`src/rtl/vbus_arbiter.sv`:
```
// Round-robin owner scheduler for the shared vertical bus driven by the last-row PEs.
// Grants fixed-length bursts paced by valid/ready, with one undriven turnaround cycle between owners.
module vbus_arbiter #(
    parameter int NUM_PE    = 8,
    parameter int BURST_LEN = 4,
    parameter int ID_W      = $clog2(NUM_PE)
) (
    input  logic              clk,
    input  logic              reset,
    input  logic [NUM_PE-1:0] req,
    input  logic              bus_ready,
    output logic [NUM_PE-1:0] send_enable,
    output logic [ID_W-1:0]   grant_id,
    output logic              bus_valid,
    output logic              beat_last,
    output logic              busy
);
    localparam int               CNT_W     = (BURST_LEN > 1) ? $clog2(BURST_LEN) : 1;
    localparam logic [CNT_W-1:0] LAST_BEAT = CNT_W'(BURST_LEN - 1);
    localparam logic [ID_W-1:0]  LAST_PE   = ID_W'(NUM_PE - 1);

    typedef enum logic [1:0] {IDLE, XFER, TURN} state_t;

    state_t           state;
    logic [CNT_W-1:0] beat_cnt;
    logic [CNT_W-1:0] beat_nxt;
    logic [ID_W-1:0]  last_grant;
    logic             pick_valid;
    logic [ID_W-1:0]  pick_id;
    logic [ID_W-1:0]  cand;

    assign beat_nxt = beat_cnt + 1'b1;

    // Search upward from the PE after the previous owner; the first hit in loop order wins.
    always_comb begin
        // NOTE: every always_comb output gets a default first, so no path can infer a latch.
        pick_valid = 1'b0;
        pick_id    = '0;
        cand       = '0;
        for (int k = 1; k <= NUM_PE; k++) begin
            cand = ID_W'((int'(last_grant) + k) % NUM_PE);
            if (!pick_valid && req[cand]) begin
                pick_valid = 1'b1;
                pick_id    = cand;
            end
        end
    end

    // NOTE: state and registered outputs use non-blocking assignments so every flop samples pre-edge values.
    always_ff @(posedge clk) begin
        if (reset) begin
            state       <= IDLE;
            beat_cnt    <= '0;
            last_grant  <= LAST_PE;
            send_enable <= '0;
            grant_id    <= '0;
            bus_valid   <= 1'b0;
            beat_last   <= 1'b0;
            busy        <= 1'b0;
        end else begin
            case (state)
                IDLE, TURN: begin
                    if (pick_valid) begin
                        state       <= XFER;
                        beat_cnt    <= '0;
                        send_enable <= NUM_PE'(1) << pick_id;
                        grant_id    <= pick_id;
                        bus_valid   <= 1'b1;
                        beat_last   <= (BURST_LEN == 1);
                        busy        <= 1'b1;
                    end else begin
                        state       <= IDLE;
                        send_enable <= '0;
                        grant_id    <= '0;
                        bus_valid   <= 1'b0;
                        beat_last   <= 1'b0;
                        busy        <= 1'b0;
                    end
                end
                XFER: begin
                    if (bus_ready) begin
                        if (beat_cnt == LAST_BEAT) begin
                            // Release the bus for exactly one undriven cycle before the next owner.
                            state       <= TURN;
                            beat_cnt    <= '0;
                            last_grant  <= grant_id;
                            send_enable <= '0;
                            grant_id    <= '0;
                            bus_valid   <= 1'b0;
                            beat_last   <= 1'b0;
                        end else begin
                            beat_cnt  <= beat_nxt;
                            beat_last <= (beat_nxt == LAST_BEAT);
                        end
                    end
                end
                default: begin
                    state       <= IDLE;
                    send_enable <= '0;
                    grant_id    <= '0;
                    bus_valid   <= 1'b0;
                    beat_last   <= 1'b0;
                    busy        <= 1'b0;
                end
            endcase
        end
    end

endmodule

```
`config.mk`:
```
export PLATFORM = sky130hd
export DESIGN_NAME = vbus_arbiter
export DESIGN_NICKNAME = d
export VERILOG_FILES = /design/src/rtl/vbus_arbiter.sv
export SDC_FILE = /design/constraint.sdc
export NUM_CORES = 1
export LEC_CHECK = 0
export CORE_MARGIN = 3
export CORE_UTILIZATION = 35
export DETAILED_ROUTE_END_ITERATION = 8
export DONT_BUFFER_PORTS = 1
export PLACE_DENSITY = 0.48
export SYNTH_ARGS = -nofsm -noshare
export SYNTH_HDL_FRONTEND = slang
export SYNTH_SLANG_ARGS = --single-unit
export TNS_END_PERCENT = 1
```
`constraint.sdc`:
```
create_clock -name clk -period 5.63 [get_ports clk]
set_clock_uncertainty 0.15 [all_clocks]
set_input_delay 0.563 -clock clk [delete_from_list [all_inputs] [get_ports clk]]
set_output_delay 0.563 -clock clk [all_outputs]
set_load 0.005 [all_outputs]
```
## Word-level counts from Yosys, hierarchy flattened

Index checks and enable logic that the tools add are counted.
Widths: inputs -> output; s select.

| operators by class | value |
|---|---|
| reductions and logical operators | 21 |
| add/sub/neg operators | 9 |
| mux-type cells | 54 |
| equal/unequal tests | 7 |
| bitwise logic cells | 1 |
| $lt $le $gt $ge | 8 |
| shift operators | 1 |

Operators by type and width:

| kind | count |
|---|---|
| $mux 3 | 11 |
| $lt 3x4->1 const B | 8 |
| $bmux 1 s3 | 8 |
| $mux 8 | 3 |
| $mux 1 | 21 |
| $pmux 8 s2 | 1 |
| $add 3x3->3 const B | 4 |
| $mux 2 | 5 |
| $pmux 2 s2 | 2 |
| $shl 1x3->8 const A | 1 |
| $logic_and 1x1->1 | 7 |
| $logic_not 1->1 | 7 |
| $add 3x1->3 const B | 2 |
| $add 3x2->3 const B | 2 |
| $eq 2x2->1 const B | 3 |
| $ne 2x2->1 const B | 3 |
| $pmux 3 s2 | 1 |
| $reduce_and 3->1 | 2 |
| $pmux 1 s2 | 2 |
| $reduce_or 2->1 | 2 |
| $add 2x1->2 const B | 1 |
| $eq 2x1->1 const B | 1 |
| $logic_not 2->1 | 1 |
| $reduce_and 2->1 | 1 |
| 2 further kinds | 2 |

| word-level totals | value |
|---|---|
| output and inout bits | 14 |
| register bits | 21 |
| input port bits | 11 |
| word-level logic and storage cells | 109 |

## Depth between registers and ports, before layout

Gate-level depths: netlist of the first run.

| depth | value |
|---|---|
| word-level depth | 28 |
| depth in mapped cells | 14 |
| mapped depth without buffers | 9 |

## Worst setup path before layout of the first run

OpenSTA, ideal clock, no wires.

| path | value |
|---|---|
| path kind | register to register |
| from | register last_grant[1] |
| to | register send_enable[6] |
| arrival | 3424 ps |
| period minus slack after synthesis | 3670 ps |
| path buffers | 3 |
| path slack | 1960 ps |
| data required time | 5384 ps |
| library setup time | 96 ps |
| stages on the path, launching flop included | 13 |
| cells stage by stage | dfxtp_1 buf_2 buf_1 clkinv_1 ha_1 buf_2 mux4_2 mux2_4 or3_4 a311o_1 a32o_1 o21a_4 o41ai_2 |

| between the ends | value |
|---|---|
| word-level cells in the longest chain between the ends | 28 |
| elaborated cells on any way between the ends | 57 |
| those cells by class | 8 x add/sub; 1 x shift; 34 x mux; 14 x reduce/logical |

RTL lines:

| element | RTL line | source |
|---|---|---|
| from (decl) | 27 | `logic [ID_W-1:0] last_grant;` |
| from (signal assigned) | 86 | `last_grant <= grant_id;` |
| $add 3x1->3 | 41 | `cand = ID_W'((int'(last_grant) + k) % NUM_PE);` |
| $bmux 1 s3 | 42 | `if (!pick_valid && req[cand]) begin` |
| $mux 1 (not written as such) | 42 |  |
| $mux 1 | 42 |  |
| $logic_not 1->1 | 42 |  |
| $logic_and 1x1->1 | 42 |  |
| $mux 1 | 42 |  |
| $logic_not 1->1 | 42 |  |
| [12 not listed] | -- |  |
| $logic_and 1x1->1 | 42 |  |
| $mux 1 | 42 |  |
| $logic_not 1->1 | 42 |  |
| $logic_and 1x1->1 | 42 |  |
| $mux 3 | 42 |  |
| $shl 1x3->8 | 66 | `send_enable <= NUM_PE'(1) << pick_id;` |
| $mux 8 * | 63 | `if (pick_valid) begin` |
| $pmux 8 s2 * | 61 | `case (state)` |
| to (signal assigned) | 66 |  |
| to (decl) | 12 | `output logic [NUM_PE-1:0] send_enable,` |

Mark *: on every way between the ends. The rest lies on a longest branch, timed or not. The select of a mux whose other input is x is not followed.
A chain may end at the register's enable or synchronous reset.

## Worst setup path in the final report of the first run

| path | value |
|---|---|
| from | register last_grant[1] |
| to | register send_enable[2] |

Same word-level chain as after synthesis.

==> results of run 1 <==
==> power breakdown <==
group | switching, mW | internal [mW] | total [mW]
clock network | 0.0482 | 0.0492 | 0.0975
registers | 0.00613 | 0.156 | 0.162
logic | 0.0350 | 0.0262 | 0.0612
==> synthesized netlist by cell type, types with 2 or more instances <==
| master | n | area share [%] |
|---|---|---|
| a211oi_1 | 2 | 0.85 |
| buf_2 | 5 | 1.4 |
| mux2i_1 | 11 | 6.2 |
| ha_1 | 4 | 2.8 |
| o21ai_0 | 9 | 2.6 |
| mux2_2 | 8 | 5.1 |
| a221oi_1 | 4 | 2.0 |
| nor2_1 | 7 | 1.5 |
| nor3_1 | 9 | 2.6 |
| clkbuf_1 | 4 | 0.85 |
| a21o_1 | 2 | 0.85 |
| dfxtp_1 | 21 | 24 |
| o31ai_1 | 6 | 2.6 |
| a211o_1 | 3 | 1.5 |
| o221ai_1 | 3 | 1.5 |
| nor2b_1 | 4 | 1.4 |
| nand3b_1 | 2 | 0.85 |
| nand3_1 | 8 | 2.3 |
| a31oi_1 | 3 | 1.1 |
| o41ai_2 | 2 | 1.8 |
| nand2b_1 | 6 | 2.1 |
| inv_1 | 9 | 1.9 |
| o41ai_1 | 2 | 0.99 |
| a21oi_1 | 7 | 2.0 |
| o22ai_1 | 3 | 1.1 |
| nand2_1 | 28 | 6.0 |
| mux4_2 | 9 | 11 |
==> area by class of cell <==
cell class,instances,share of cell area [%]
Clock buffer,3,2.23
Clock inverter,1,0.270
Inverter,10,2.02
Multi-Input combinational cell,160,67.5
Sequential cell,21,22.7
Tap cell,67,4.52
Timing Repair Buffer,2,0.809
==> kinds of logic after synthesis <==
kind of cell               share of synthesized area [%]
and+or+nand+nor                                     20.3
AOI/OAI and AO/OA                                   22.7
muxes                                               23.7
buffers and inverters                               5.24
DFF                                                 23.8
adders and majority gates                           2.83
xor gates and xnor gates                            1.42
==> through the flow <==
stage               cell area, sq um  worst slack (ns)  std cells
finish                          1860              1.48        264
global route                    1860              1.08        264
CTS                             1860              1.50        264
detailed placement              1810              1.52        260
global placement                1810              1.56        260
floorplan                       1770              1.96        202
==> cells in the final DEF (no fill, tap or decap), types with 2 or more instances in the layout <==
cell and count:
nand2_1 28, dfxtp_1 21, mux2i_1 11, inv_1 9
mux4_2 9, nor3_1 9, o21ai_0 9, nand3_1 8
mux2_2 8, nor2_1 7, a21oi_1 7, nand2b_1 6
o31ai_1 6, nor2b_1 4, a221oi_1 4, ha_1 4
a211o_1 3, a31oi_1 3, o22ai_1 3, o221ai_1 3
clkbuf_8 3, nand3b_1 2, a211oi_1 2, a21o_1 2
o41ai_2 2, o41ai_1 2, buf_4 2
==> sequential cells by signal (all words and copies together), names as in the netlist <==
name / cells
busy: 1
beat_last: 1
send_enable: 8
bus_valid: 1
beat_cnt: 2
grant_id: 3
state: 2
last_grant: 3
==> layer usage <==
| layer | part of all wire, % | track usage, % | up-vias |
|---|---|---|---|
| met5 | 0 | 0 | - |
| met4 | 1.1 | 5.34 | 0 |
| met3 | 6.5 | 2.93 | 6 |
| met2 | 48 | 25.3 | 45 |
| met1 | 45 | 20.9 | 731 |
| li1 | - | - | 756 |
==> worst min path at each step <==
stage,to,startpoint,slack [ns],cells after the start
detailed placement,bus_valid,bus_valid,0.31,2
global placement,bus_valid,bus_valid,0.31,2
global route,beat_cnt[1],reset,0.20,1
CTS,beat_cnt[0],reset,0.20,1
finish,beat_cnt[0],reset,0.22,1
floorplan,bus_valid,bus_valid,0.29,2
==> worst reg2reg max path, stage by stage (launching register included) <==
cell	delay (ns)
dfxtp_1	0.74
clkinv_1	0.44
ha_1	0.62
mux2_2	0.24
nor2_1	0.05
a221oi_1	0.62
nor3_2	0.19
a21oi_1	0.33
nand2b_1	0.26
o41ai_1	0.42
==> out/qor.csv, run 1 <==
stage,metric,value,unit
setup_path,reg2reg_from,last_grant[1],
timing,tightestPinTransition,0.850,ns
synthesis,synth_edf_count,0,
synthesis,ys_warn_count,0,
clocking,cts.sink_count,21,
global_route,grt_start_max_net_pins,21,
die,core_area,4790,sq um
global_route,antenna_found_initial,0,
setup_path,critPathMaxFanout,16,
timing,rsz0062_at_grt,false,
route,drt-pass1-iter-count,4,
timing,max_freq,241,MHz
timing,finalCriticalPeriod,4.15,ns
clocking,clock_path_buffers,2,
global_route,grt_usage,15.6,%
setup_path,cp.required,5.63,ns
setup_path,reg2reg_depth,9,
die,die-area,5930,sq um
clocking,root_buffer,clkbuf_8,
layout,synthToLayoutAreaGrowth,5.10,%
layout,utilization,38.8,%
timing,finalSetupTns,0,ns
synthesis,async_reset_ff_share,0,%
setup_path,path_depth,9,
placed_design,gp_congestion,0.913,
pwr,peakVddDrop,0.113,mV
pwr,power_leakage,0.718,nW
run_status,status,finished clean,
global_route,gr-total-overflow,0,
setup_path,cp_cell_sequence,"clkinv_1, ha_1, mux2_2, nor2_1, a221oi_1, nor3_2, a21oi_1, nand2b_1, o41ai_1",
clocking,clk_latency,0.26,ns
setup_path,worst_r2r_endpoint,send_enable[2],
synthesis,yosys_register_bits,21,
pwr,total_power,0.321,mW
synthesis,ys_types,48,
route,drcViolationCount,0,
timing,finalCritPeriodShare,73.7,%
route,drt_iter0_drc,168,
synthesis,synth_nets,217,
layout,multiInputGateArea,1250,sq um
die,std_cell_rows,25,
timing,hold_violations,0,
route,wl_per_cell,16.7,um
route,finalWirelength,4400,um
route,vias_per_cell,5.83,
clocking,postCtsResizedCells,0,
setup_path,startpoint,last_grant[1],
layout,fill_cells,503,
pwr,powerDensity,173,nW/um^2
setup_path,end_kind,flop,
setup_path,endpoint,send_enable[2],
timing,setup_viol,0,
layout,nets,213,
placed_design,post-dp-hpwl,3460,um
setup_path,cp_top_family,compound AO/OA/AOI/OAI gates,
setup_path,slowest_delay,0.74,ns
layout,drive_above_1_share,15.2,%
min_path,hp-class,input port to flop,
die,ios,25,
global_route,grt_pass1_vias,1534,
setup_path,crit_slowest_cell,dfxtp_1,
die,die_w,77.0,um
layout,regArea,420,sq um
die,start_util,36.9,%
global_route,grt_pass1_wl,7660,um
job,cap_violations,0,
synthesis,synthCells,202,
setup_path,start_kind,flop,
placed_design,io_buffers,0,
route,drtAntennaViolNets,0,
clocking,clk_pin_slew,0.08,ns
clocking,h-tree-depth,1,
timing,slew_violations,0,
timing,max_slew_margin,43.3,%
synthesis,synth_area,1770,sq um
layout,antennaDiodeCount,0,
synthesis,synth_flop_cell,dfxtp_1,
clocking,postCtsHoldBufs,0,
clocking,cts_tree,yes,
setup_path,r2r_slack,1.48,ns
setup_path,path_class,flop to flop,
clocking,cts_made_buffers,3,
route,routed-via-count,1538,
setup_path,cp_data_arrival_time,4.15,ns
die,die_y,77.0,um
synthesis,seq_area_frac_synth,23.8,%
timing,hold_slack,0.218,ns
synthesis,syn_avg_cell_area,8.74,sq um
clocking,cts_setup_buffers,0,
setup_path,crit_buf_inv,1,
Power figures use the tool's default switching activity.
==> run 2, diff against run 1 <==
- PLACE_DENSITY: 0.48 -> 0.5
- clock period: 5.63 -> 3.8 ns (I/O delays scaled with it)
==> out/qor.csv, run 2 (synthesis results as in run 1) <==
stage,metric,value,unit,change
run_status,status,finished clean,,
clocking,cts_setup_buffers,0,,unchanged
setup_path,end_kind,flop,,
clocking,clock_path_buffers,2,,unchanged
layout,final_common_cell,nand2_1,,
global_route,grt-busiest-layer,met2,,
route,routed-via-count,1580,,+2.7%
layout,nets,217,,+1.9%
clocking,clk_pin_slew,0.08,ns,about the same
die,die_y,77.0,um,unchanged
placed_design,dp_slack,0.492,ns,-1.02 ns
layout,final_cell_mix,"nand2_1 (28), dfxtp_1 (21), mux2i_1 (11)",,
setup_path,cp_cell_sequence,"buf_4, mux2i_1, nand2_1, mux4_2, nor3_2, a32o_1, o21ai_0, o41ai_1",,
die,ios,25,,unchanged
pwr,power_leakage,0.734,nW,+2.3%
die,die_w,77.0,um,unchanged
die,start_util,36.9,%,unchanged
placed_design,io_buffers,0,,unchanged
route,finalWirelength,4360,um,-0.77%
global_route,gr-total-overflow,0,,unchanged
timing,rsz0062_at_grt,false,,
timing,finalCritPeriodShare,88.7,%,+15 points
timing,final.setup.worst_slack,0.430,ns,-1.05 ns
min_path,hp-class,input port to flop,,
route,wl_per_cell,16.3,um,-2.3%
setup_path,start_kind,flop,,
timing,setup_viol,0,,unchanged
global_route,grt_pass1_vias,1518,,-1.0%
timing,tightestPinTransition,0.829,ns,-0.0212 ns
layout,drive_above_1_share,16.4,%,+1.2 points
layout,largest_reg_flops,8,,unchanged
global_route,grt_usage,15.4,%,-0.23 points
min_path,whs_path_depth,1,,unchanged
min_path,hold_path_end,beat_cnt[1],,
clocking,cts.sink_count,21,,unchanged
timing,slew_violations,0,,unchanged
setup_path,reg2reg_from,last_grant[0],,
setup_path,critPathMaxFanout,24,,+8
pwr,powerDensity,253,nW/um^2,+46%
clocking,root_buffer,clkbuf_8,,
clocking,h-tree-depth,1,,unchanged
setup_path,cp_data_arrival_time,3.36,ns,-0.79 ns
layout,largestRegisters,"send_enable (8), grant_id (3), last_grant (3)",,
setup_path,reg2reg_depth,8,,-1
setup_path,crit_slowest_cell,mux2i_1,,
placed_design,post-dp-hpwl,3380,um,-2.4%
layout,antennaDiodeCount,0,,unchanged
setup_path,cp_top_family,multiplexers,,
route,drt-pass1-iter-count,4,,unchanged
route,drcViolationCount,0,,unchanged
global_route,grt.met1_usage,20.9,%,+0.057 points
setup_path,r2r_slack,0.43,ns,-1.05 ns
global_route,gr-usage-met3,3.52,%,+0.59 points
setup_path,path_class,flop to flop,,
global_route,grt_pass1_wl,7520,um,-1.8%
timing,max_freq,297,MHz,+23%
setup_path,worst_r2r_endpoint,send_enable[2],,
global_route,antenna_found_initial,0,,unchanged
setup_path,slowest_delay,0.58,ns,-0.16 ns
timing,hold_violations,0,,unchanged
clocking,cts_tree,yes,,
timing,max_slew_margin,44.7,%,+1.4 points
die,std_cell_rows,25,,unchanged
clocking,postCtsHoldBufs,0,,unchanged
clocking,clk_latency,0.26,ns,about the same
job,cap_violations,0,,unchanged
placed_design,gp_congestion,0.851,,-6.8%
setup_path,crit_buf_inv,1,,unchanged
route,vias_per_cell,5.90,,+1.2%
layout,top_register,send_enable,,
setup_path,cp.required,3.79,ns,-1.84 ns
pwr,peakVddDrop,0.234,mV,+110%
layout,synthToLayoutAreaGrowth,6.73,%,
die,die-area,5930,sq um,unchanged
clocking,postCtsResizedCells,0,,unchanged
min_path,hold_start,reset,,
global_route,grt_start_max_net_pins,25,,+19%
route,drtAntennaViolNets,0,,unchanged
timing,finalSetupTns,0,ns,unchanged
route,drt_iter0_drc,139,,-17%
die,core_area,4790,sq um,unchanged
clocking,cts_made_buffers,3,,unchanged
global_route,grtUsageMet2,24.7,%,-0.61 points
timing,finalCriticalPeriod,3.37,ns,-0.780 ns
## run 2: changes by cell type in the layout (fill, tap and decap cells not counted)
cell,change
clkinv_2,-1
clkbuf_1,+1
buf_4,+4
## run 2: worst reg2reg max path, delay by kind of cell (launching register included)
family / cells / cell delay [ns]
buffers and inverters: 1 / 0.32
multiplexers: 2 / 1.14
AO/OA/AOI/OAI: 3 / 0.79
flip-flops: 1 / 0.34
AND/OR/NAND/NOR: 2 / 0.51
## run 2: worst max-delay path by stage
stage	start	cells after the start	endpoint	slack [ns]
after floorplan	last_grant[1]	12	send_enable[6]	0.13
after global placement	last_grant[0]	8	send_enable[2]	0.58
after detailed placement	last_grant[0]	8	send_enable[2]	0.49
after CTS	last_grant[0]	8	send_enable[2]	0.47
after global routing	last_grant[0]	8	send_enable[0]	0.24
final	last_grant[0]	8	send_enable[2]	0.43
## run 2: power breakdown
group          total, mW  switching [mW]  internal [mW]
Clock              0.144          0.0692         0.0746
Sequential         0.240         0.00916          0.231
Combinational     0.0932          0.0528         0.0404
## run 2: layout make-up
type	count	area, sq um
clock buffer	4	45.0
fill	488	2900
inverter	10	37.5
multi-input combinational	160	1250
sequential	21	420
tap	67	83.8
timing repair buffer	6	45.0
## run 2: per-stage QoR
stage | std cells | power, mW | hold slack (ns) | area (sq um) | utilization [%]
after floorplan | 202 | 0.317 | 0.289 | 1770 | -
after global placement | 264 | 0.338 | 0.304 | 1840 | 38.4
after detailed placement | 264 | 0.338 | 0.305 | 1840 | 38.4
after CTS | 268 | 0.484 | 0.0247 | 1880 | 39.4
after global routing | 268 | 0.510 | 0.0121 | 1880 | 39.4
final | 268 | 0.477 | 0.0305 | 1880 | 39.4
## run 2: layer usage
metal | wire length [um] | share of wire (%) | up-vias
li1 | - | - | 764
met1 | 1960 | 45 | 776
met2 | 2140 | 49 | 36
met3 | 234 | 5.4 | 4
met4 | 34 | 0.78 | 0
met5 | 0 | 0 | -
